### src/rtl/dmem_axil_bridge_pkg.sv
// Shared definitions for the MEM-stage to AXI4-Lite data bridge:
// response codes, FSM state encodings and a response classification helper.
package dmem_axil_bridge_pkg;

  typedef logic [1:0] axi_resp_t;

  localparam axi_resp_t RESP_OKAY   = 2'b00;
  localparam axi_resp_t RESP_SLVERR = 2'b10;
  localparam axi_resp_t RESP_DECERR = 2'b11;

  localparam logic [2:0] ST_IDLE = 3'd0;
  localparam logic [2:0] ST_WR   = 3'd1;
  localparam logic [2:0] ST_WR_B = 3'd2;
  localparam logic [2:0] ST_RD_A = 3'd3;
  localparam logic [2:0] ST_RD_D = 3'd4;
  localparam logic [2:0] ST_DONE = 3'd5;

  // Anything other than OKAY is reported to the pipeline as a bus error.
  function automatic logic resp_is_err(input axi_resp_t resp);
    return (resp != RESP_OKAY);
  endfunction

endpackage

### src/rtl/dmem_axil_bridge.sv
// Turns one MEM-stage load/store into a single AXI4-Lite transaction and
// stalls the pipeline until the response has come back.
module dmem_axil_bridge
  import dmem_axil_bridge_pkg::*;
#(
  parameter int ADDR_W = 32,
  parameter int DATA_W = 32
) (
  input  logic                  aclk,
  input  logic                  aresetn,
  input  logic                  mem_r,
  input  logic                  mem_w,
  input  logic [DATA_W/8-1:0]   mem_w_strb,
  input  logic [ADDR_W-1:0]     mem_addr,
  input  logic [DATA_W-1:0]     mem_w_data,
  output logic [DATA_W-1:0]     mem_r_data,
  output logic                  mem_stall,
  output logic                  mem_err,
  output logic [ADDR_W-1:0]     m_awaddr,
  output logic                  m_awvalid,
  input  logic                  m_awready,
  output logic [DATA_W-1:0]     m_wdata,
  output logic [DATA_W/8-1:0]   m_wstrb,
  output logic                  m_wvalid,
  input  logic                  m_wready,
  input  logic [1:0]            m_bresp,
  input  logic                  m_bvalid,
  output logic                  m_bready,
  output logic [ADDR_W-1:0]     m_araddr,
  output logic                  m_arvalid,
  input  logic                  m_arready,
  input  logic [DATA_W-1:0]     m_rdata,
  input  logic [1:0]            m_rresp,
  input  logic                  m_rvalid,
  output logic                  m_rready
);

  localparam logic [ADDR_W-1:0] ALIGN_MASK = {{(ADDR_W-2){1'b1}}, 2'b00};

  logic [2:0]          state_r;
  logic [2:0]          state_nxt_s;
  logic                awvalid_r;
  logic                wvalid_r;
  logic                arvalid_r;
  logic                bready_r;
  logic                rready_r;
  logic [ADDR_W-1:0]   awaddr_r;
  logic [ADDR_W-1:0]   araddr_r;
  logic [DATA_W-1:0]   wdata_r;
  logic [DATA_W/8-1:0] wstrb_r;
  logic [DATA_W-1:0]   r_data_r;
  logic                err_r;
  logic                start_wr_s;
  logic                start_rd_s;
  logic                aw_left_s;
  logic                w_left_s;
  logic                busy_s;

  // A simultaneous load and store request is issued as a store.
  assign start_wr_s = (state_r == ST_IDLE) && mem_w;
  assign start_rd_s = (state_r == ST_IDLE) && mem_r && !mem_w;
  assign aw_left_s  = awvalid_r && !m_awready;
  assign w_left_s   = wvalid_r && !m_wready;

  // Next-state decode.
  always_comb begin
    state_nxt_s = state_r;
    case (state_r)
      ST_IDLE: begin
        if (mem_w) begin
          state_nxt_s = ST_WR;
        end else if (mem_r) begin
          state_nxt_s = ST_RD_A;
        end else begin
          state_nxt_s = ST_IDLE;
        end
      end
      ST_WR: begin
        if (!aw_left_s && !w_left_s) begin
          state_nxt_s = ST_WR_B;
        end else begin
          state_nxt_s = ST_WR;
        end
      end
      ST_WR_B: begin
        if (m_bvalid) begin
          state_nxt_s = ST_DONE;
        end else begin
          state_nxt_s = ST_WR_B;
        end
      end
      ST_RD_A: begin
        if (arvalid_r && m_arready) begin
          state_nxt_s = ST_RD_D;
        end else begin
          state_nxt_s = ST_RD_A;
        end
      end
      ST_RD_D: begin
        if (m_rvalid) begin
          state_nxt_s = ST_DONE;
        end else begin
          state_nxt_s = ST_RD_D;
        end
      end
      ST_DONE: state_nxt_s = ST_IDLE;
      default: state_nxt_s = ST_IDLE;
    endcase
  end

  // State register and channel valid/ready flags.
  always_ff @(posedge aclk or negedge aresetn) begin
    if (!aresetn) begin
      state_r   <= ST_IDLE;
      awvalid_r <= 1'b0;
      wvalid_r  <= 1'b0;
      arvalid_r <= 1'b0;
      bready_r  <= 1'b0;
      rready_r  <= 1'b0;
    end else begin
      state_r   <= state_nxt_s;
      awvalid_r <= start_wr_s | aw_left_s;
      wvalid_r  <= start_wr_s | w_left_s;
      arvalid_r <= start_rd_s | (arvalid_r & ~m_arready);
      bready_r  <= (state_nxt_s == ST_WR_B);
      rready_r  <= (state_nxt_s == ST_RD_D);
    end
  end

  // Request payload is captured once, as the FSM leaves IDLE.
  always_ff @(posedge aclk or negedge aresetn) begin
    if (!aresetn) begin
      awaddr_r <= {ADDR_W{1'b0}};
      araddr_r <= {ADDR_W{1'b0}};
      wdata_r  <= {DATA_W{1'b0}};
      wstrb_r  <= {(DATA_W/8){1'b0}};
    end else begin
      if (start_wr_s) begin
        awaddr_r <= mem_addr & ALIGN_MASK;
        wdata_r  <= mem_w_data;
        wstrb_r  <= mem_w_strb;
      end
      if (start_rd_s) begin
        araddr_r <= mem_addr & ALIGN_MASK;
      end
    end
  end

  // Response capture; err_r is only ever high in the DONE cycle.
  always_ff @(posedge aclk or negedge aresetn) begin
    if (!aresetn) begin
      r_data_r <= {DATA_W{1'b0}};
      err_r    <= 1'b0;
    end else begin
      if ((state_r == ST_RD_D) && m_rvalid) begin
        r_data_r <= m_rdata;
        err_r    <= resp_is_err(m_rresp);
      end else if ((state_r == ST_WR_B) && m_bvalid) begin
        err_r    <= resp_is_err(m_bresp);
      end else begin
        err_r    <= 1'b0;
      end
    end
  end

  // Stall covers the request cycle in IDLE and every wait state, never DONE.
  always_comb begin
    busy_s = 1'b0;
    case (state_r)
      ST_IDLE: busy_s = mem_r | mem_w;
      ST_WR:   busy_s = 1'b1;
      ST_WR_B: busy_s = 1'b1;
      ST_RD_A: busy_s = 1'b1;
      ST_RD_D: busy_s = 1'b1;
      ST_DONE: busy_s = 1'b0;
      default: busy_s = 1'b0;
    endcase
  end

  assign mem_stall  = aresetn & busy_s;
  assign mem_err    = err_r;
  assign mem_r_data = r_data_r;
  assign m_awaddr   = awaddr_r;
  assign m_awvalid  = awvalid_r;
  assign m_wdata    = wdata_r;
  assign m_wstrb    = wstrb_r;
  assign m_wvalid   = wvalid_r;
  assign m_bready   = bready_r;
  assign m_araddr   = araddr_r;
  assign m_arvalid  = arvalid_r;
  assign m_rready   = rready_r;

endmodule

### config.mk
export PLATFORM = sky130hd
export DESIGN_NAME = dmem_axil_bridge
export DESIGN_NICKNAME = d
export VERILOG_FILES = /design/src/rtl/dmem_axil_bridge_pkg.sv /design/src/rtl/dmem_axil_bridge.sv
export SDC_FILE = /design/constraint.sdc
export NUM_CORES = 1
export LEC_CHECK = 0
export BUFFER_PORTS_ARGS = -buffer_cell sky130_fd_sc_hd__buf_2
export CELL_PAD_IN_SITES_DETAIL_PLACEMENT = 1
export CELL_PAD_IN_SITES_GLOBAL_PLACEMENT = 1
export CORE_UTILIZATION = 35
export DETAILED_ROUTE_END_ITERATION = 10
export GPL_TIMING_DRIVEN = 0
export MAX_ROUTING_LAYER = met4
export PLACE_DENSITY = 0.85
export SYNTH_ARGS = -nofsm -noshare
export SYNTH_HDL_FRONTEND = slang
export SYNTH_SLANG_ARGS = --single-unit
export TNS_END_PERCENT = 100
### constraint.sdc
create_clock -name aclk -period 1.92 [get_ports aclk]
set_input_delay 0.192 -clock aclk [delete_from_list [all_inputs] [get_ports aclk]]
set_output_delay 0.192 -clock aclk [all_outputs]
set_load 0.03 [all_outputs]
### Yosys cells after proc, flatten, opt, wreduce, memory -nomap -nowiden

Cells that the tools add are included.

| cells by class | value |
|---|---|
| add/sub/neg operators | 0 |
| $mul | 0 |
| divide/modulo/power cells | 0 |
| magnitude comparators | 0 |
| eq/ne operators | 6 |
| shift-type cells | 0 |
| multiplexer cells | 10 |
| bitwise gates (word level) | 7 |
| reductions and logical operators | 18 |

Operator list:

| cell | number |
|---|---|
| $pmux W3 S5 | 1 |
| $eq A3 B2 Y1 const B | 3 |
| $logic_and A1 B1 Y1 | 9 |
| $mux W3 | 3 |
| $eq A3 B3 Y1 const B | 2 |
| $logic_not A1 Y1 | 5 |
| $mux W2 | 2 |
| $or A1 B1 Y1 | 4 |
| $reduce_bool A2 Y1 | 2 |
| $reduce_or A4 Y1 | 1 |
| $eq A3 B1 Y1 const B | 1 |
| $logic_not A3 Y1 | 1 |
| $mux W1 | 3 |
| $and A1 B1 Y1 | 2 |
| $pmux W1 S2 | 1 |
| $not A1 Y1 | 1 |

| word-level totals | value |
|---|---|
| register bits | 137 |
| bits in latches | 0 |
| RAM bits | 0 |
| bits in read-only memories | 0 |
| word-level logic and storage cells | 53 |
| memories kept | 0 |

### Depth between registers and ports, before layout

| logic depth | value |
|---|---|
| word-level depth | 7 |
| gate-level depth with buffers | 7 |
| gate-level depth less buffers | 4 |

### Worst setup path after synthesis

Ideal clock, no wire load.

| path | value |
|---|---|
| kind | reg-to-reg |
| start | register state_r[1] |
| end | register r_data_r[0], in the netlist mem_r_data[0] |
| setup time | 125 ps |
| arrival | 1357 ps |
| data required time | 1795 ps |
| path slack | 438 ps |
| stages on the path, launching flop included | 7 |
| path buffers | 3 |
| clock period less this slack | 1482 ps |
| cell sequence | dfrtp_1 -> buf_2 -> nor2_2 -> and3_1 -> buf_6 -> buf_12 -> mux2_4 |

| between the ends | value |
|---|---|
| longest elaborated chain between the ends | 2 |

RTL lines:

| what | RTL line | RTL |
|---|---|---|
| start: declaration | dmem_axil_bridge.sv:40 | `logic [2:0] state_r;` |
| start signal: assignment | dmem_axil_bridge.sv:121 | `state_r <= state_nxt_s;` |
| $eq A3 B3 Y1 | dmem_axil_bridge.sv:155 | `if ((state_r == ST_RD_D) && m_rvalid) begin` |
| $logic_and A1 B1 Y1 | dmem_axil_bridge.sv:155 |  |
| end signal: assignment | dmem_axil_bridge.sv:152 | `r_data_r <= {DATA_W{1'b0}};` |
| end signal: assignment | dmem_axil_bridge.sv:156 | `r_data_r <= m_rdata;` |
| end: declaration | dmem_axil_bridge.sv:51 | `logic [DATA_W-1:0] r_data_r;` |

No other way between the ends.
A chain may end at the register's enable or synchronous reset.

### Worst setup path after layout

| path | value |
|---|---|
| start | register state_r[1] |
| end | output port mem_stall |

| between the ends | value |
|---|---|
| longest elaborated chain between the ends | 4 |
| elaborated cells between the ends (all ways) | 8 |
| those cells by class | eq/ne: 4; mux: 1; bitwise: 1; reduce/logical: 2 |

RTL lines:

| what | RTL line | RTL |
|---|---|---|
| $eq A3 B3 Y1 (tied with other cells) | dmem_axil_bridge.sv:169 | `case (state_r)` |
| $reduce_or A4 Y1 (no source line) | n/a |  |
| $pmux W1 S2 (*) | dmem_axil_bridge.sv:169 |  |
| $and A1 B1 Y1 (*) | dmem_axil_bridge.sv:180 | `assign mem_stall = aresetn & busy_s;` |
| end: declaration | dmem_axil_bridge.sv:17 | `output logic mem_stall,` |

Mark *: on every way between the ends. The rest lies on a longest branch, timed or not.

==> results.json <==
{
  "seq_area_frac_synth_pct": 63.4,
  "crit_path_frequent_cell": "buf_2",
  "start_kind": "flop",
  "hold_viol": 68,
  "violations": "hold timing",
  "drive_gt1_share_pct": 44.7,
  "worstSetupEndpoint": "mem_stall",
  "io_pins": 252,
  "grt_pass1_vias": 5198,
  "yosys_warnings": 0,
  "place_congestion": 0.728,
  "start_util_pct": 35.7,
  "hold_ws_ns": -0.225,
  "maxCapViolations": 0,
  "cp_max_fo": 9,
  "cts_tree": "built",
  "slew_violations": 0,
  "ir_worst_vdd_mv": 0.784,
  "io_buffers": 245,
  "dp_hpwl_um": 11100,
  "grt_use_met2_pct": 41.3,
  "overflow": 0,
  "seq_area_mm2": 0.00343,
  "outcome": "finished with violations",
  "drt-total-wl_um": 17600,
  "end_kind": "primary output",
  "synth-compound-area-share_pct": 1.09,
  "clock_sinks": 137,
  "critPathLaunch": "state_r[1]",
  "yosys.area_share.simple_pct": 16.9,
  "cts-root-buf": "clkbuf_16",
  "synth.cell_area_mm2": 0.00541,
  "worstRegToRegCells": 7,
  "reg2reg_slack_ns": 0.21,
  "dr.first_iter.drc_count": 191,
  "fp.dieW_um": 126,
  "rsz0062_at_grt": "no",
  "path_class": "reg2out",
  "antenna_found_initial": 1,
  "synth_area_per_cell_um2": 11.7,
  "finalSetupViolCount": 0,
  "drt-pass1-iter-count": 6,
  "cts_buffers": 17,
  "grt_max_degree": 71,
  "viasPerCell": 4.67,
  "placed_area_mm2": 0.00692,
  "fillers": 1714,
  "syn_to_final_growth_pct": 52.6,
  "postLayoutCellArea_mm2": 0.00826,
  "grt_util_met1_pct": 24.5,
  "critPathMaxStageDelay_ns": 0.36,
  "rows": 45,
  "use_met3_pct": 6.58,
  "ys_seq_elements": 137,
  "grt_pass1_wl_um": 27700,
  "dp_slack_ns": 0.153,
  "critPathArrivalTime_ns": 1.60,
  "core-area_mm2": 0.0151,
  "die_area_mm2": 0.0160,
  "synth_fa_ha_area_share_pct": 0,
  "finalWorstSetupSlack_ns": 0.132,
  "detailroute.via_count": 4695,
  "htree_levels": 4,
  "path_cells": "buf_2, nor2_2, nor4b_2, nor2_1, buf_2",
  "fin_setup_tns_ns": 0,
  "maxSlewHeadroom_pct": 54.8,
  "max_freq_ghz": 0.559,
  "worstReg2RegStart": "state_r[2]",
  "drtAntennaViolNets": 0,
  "power_leakage_nw": 4.46,
  "worst_pin_slew_ns": 0.678,
  "clk_path_buf_depth": 2,
  "p_total_mw": 15.6,
  "hold_path.class": "in2async",
  "ys_types": 30,
  "multi_input_area_mm2": 0.00180,
  "route.detailed.drc": 0,
  "critPathRequiredTime_ns": 1.73,
  "fin_crit_ns": 1.79,
  "period_share_pct": 93.1,
  "cp_slowest_cell": "dfrtp_1",
  "cts.reportedPaths.clkPinSlew_ns": 0.05,
  "grt_use_total_pct": 23.5,
  "final_cell_mix": "buf_2 (258), nand2_1 (205), dfrtp_1 (137), dlygate4sd3_1 (73), mux2_2 (33)",
  "synthCells": 463,
  "power_density_mw_per_mm2": 1890,
  "layout_commonest_cell": "buf_2",
  "top_usage_layer": "met2",
  "fp.dieH_um": 126,
  "wire_per_inst_um": 17.5,
  "synth_top_family_by_area": "simple AND/OR/NAND/NOR gates",
  "timing.rr.end": "m_awaddr[17]",
  "synth-xor-area-share_pct": 0,
  "nets": 917,
  "synthMuxAreaShare_pct": 14.9,
  "clk_latency_ns": 0.41,
  "skew_ns": 0.00669
}
[layout make-up]
class | instances | share of cell area, %
flip-flops and latches | 137 | 41.5
repair buffers | 319 | 24.1
multi-input cells | 301 | 21.8
clock buffers | 25 | 5.88
well taps | 188 | 2.85
plain buffers | 27 | 2.35
clock inverters | 7 | 1.39
inverters | 1 | 0.0455
diodes | 1 | 0.0303
[metal layers]
layer	wire, um	share of wire [%]	up-vias
met4	624	3.5	0
met1	6660	38	2292
met5	0	0	-
met2	9310	53	187
li1	-	-	2158
met3	988	5.6	58
[synthesized netlist by cell type]
library cell / n / area, um2
nand3_1: 2 / 10.0
buf_12: 3 / 60.1
mux2_2: 33 / 372
mux2_4: 29 / 435
buf_4: 5 / 37.5
nor2b_1: 1 / 6.26
inv_1: 1 / 3.75
nand4b_1: 1 / 8.76
and3_2: 1 / 7.51
nor3b_1: 1 / 7.51
conb_1: 1 / 3.75
dfrtp_1: 137 / 3430
and2b_2: 1 / 8.76
o21ai_0: 8 / 40.0
and3_1: 1 / 6.26
buf_6: 1 / 11.3
nand3b_1: 1 / 7.51
clkbuf_1: 4 / 15.0
a21bo_2: 1 / 10.0
nor4b_1: 1 / 8.76
nand2b_1: 3 / 18.8
and2_1: 1 / 6.26
nor2_2: 1 / 6.26
o311ai_0: 1 / 8.76
nand4_1: 1 / 6.26
buf_2: 14 / 70.1
nand3b_2: 1 / 11.3
nand2_1: 205 / 769
nor3_4: 1 / 16.3
nor2_1: 2 / 7.51
[power by group]
part | switching [mW] | internal, mW
registers | 0.757 | 4.26
clock network | 1.20 | 2.14
logic | 4.85 | 2.38
total | 6.81 | 8.78
[worst max-delay path: cells and delay by family (launching register included)]
family	cells	cell delay, ns
simple gates	3	0.46
buf+inv	2	0.37
flops	1	0.36
[stage by stage]
step	std cells	hold WS (ns)	utilization [%]
2_1_floorplan	466	-0.104	-
5_1_grt	1006	-0.182	54.5
3_3_place_gp	899	0.382	45.4
4_1_cts	1003	-0.203	54.3
3_5_place_dp	900	0.242	45.7
6_report	1006	-0.225	54.5
[cell families after synthesis]
logic type,Yosys count
and+or+nand+nor,225
DFF,137
muxes,62
buffers and inverters,28
AOI/OAI and AO/OA,10
other,1
[registers in the layout (all words and copies together) (netlist names)]
register,count
m_arvalid,1
state_r,3
m_wvalid,1
m_awvalid,1
m_araddr,30
m_awaddr,30
m_wstrb,4
m_wdata,32
mem_r_data,32
m_bready,1
m_rready,1
mem_err,1
[worst min path at each step]
stage / from / to / slack (ns) / cells after the start
CTS: aresetn / m_wdata[18] / -0.20 / 1
floorplan: aresetn / m_araddr[10] / -0.10 / 0
finish: aresetn / m_wdata[18] / -0.23 / 1
global route: aresetn / m_wdata[18] / -0.18 / 1
detailed placement: aresetn / m_wdata[18] / 0.24 / 1
global placement: mem_w_strb[1] / m_wstrb[1] / 0.38 / 3
[timing repair]
item                       in CTS  in global routing
buffers inserted                0                  0
setup endpoints to repair       0                  1
hold buffers                   71                  2
gates resized for setup         0                  1
hold endpoints to repair      139                 70
No activity file was read; power rests on OpenSTA's default activity.
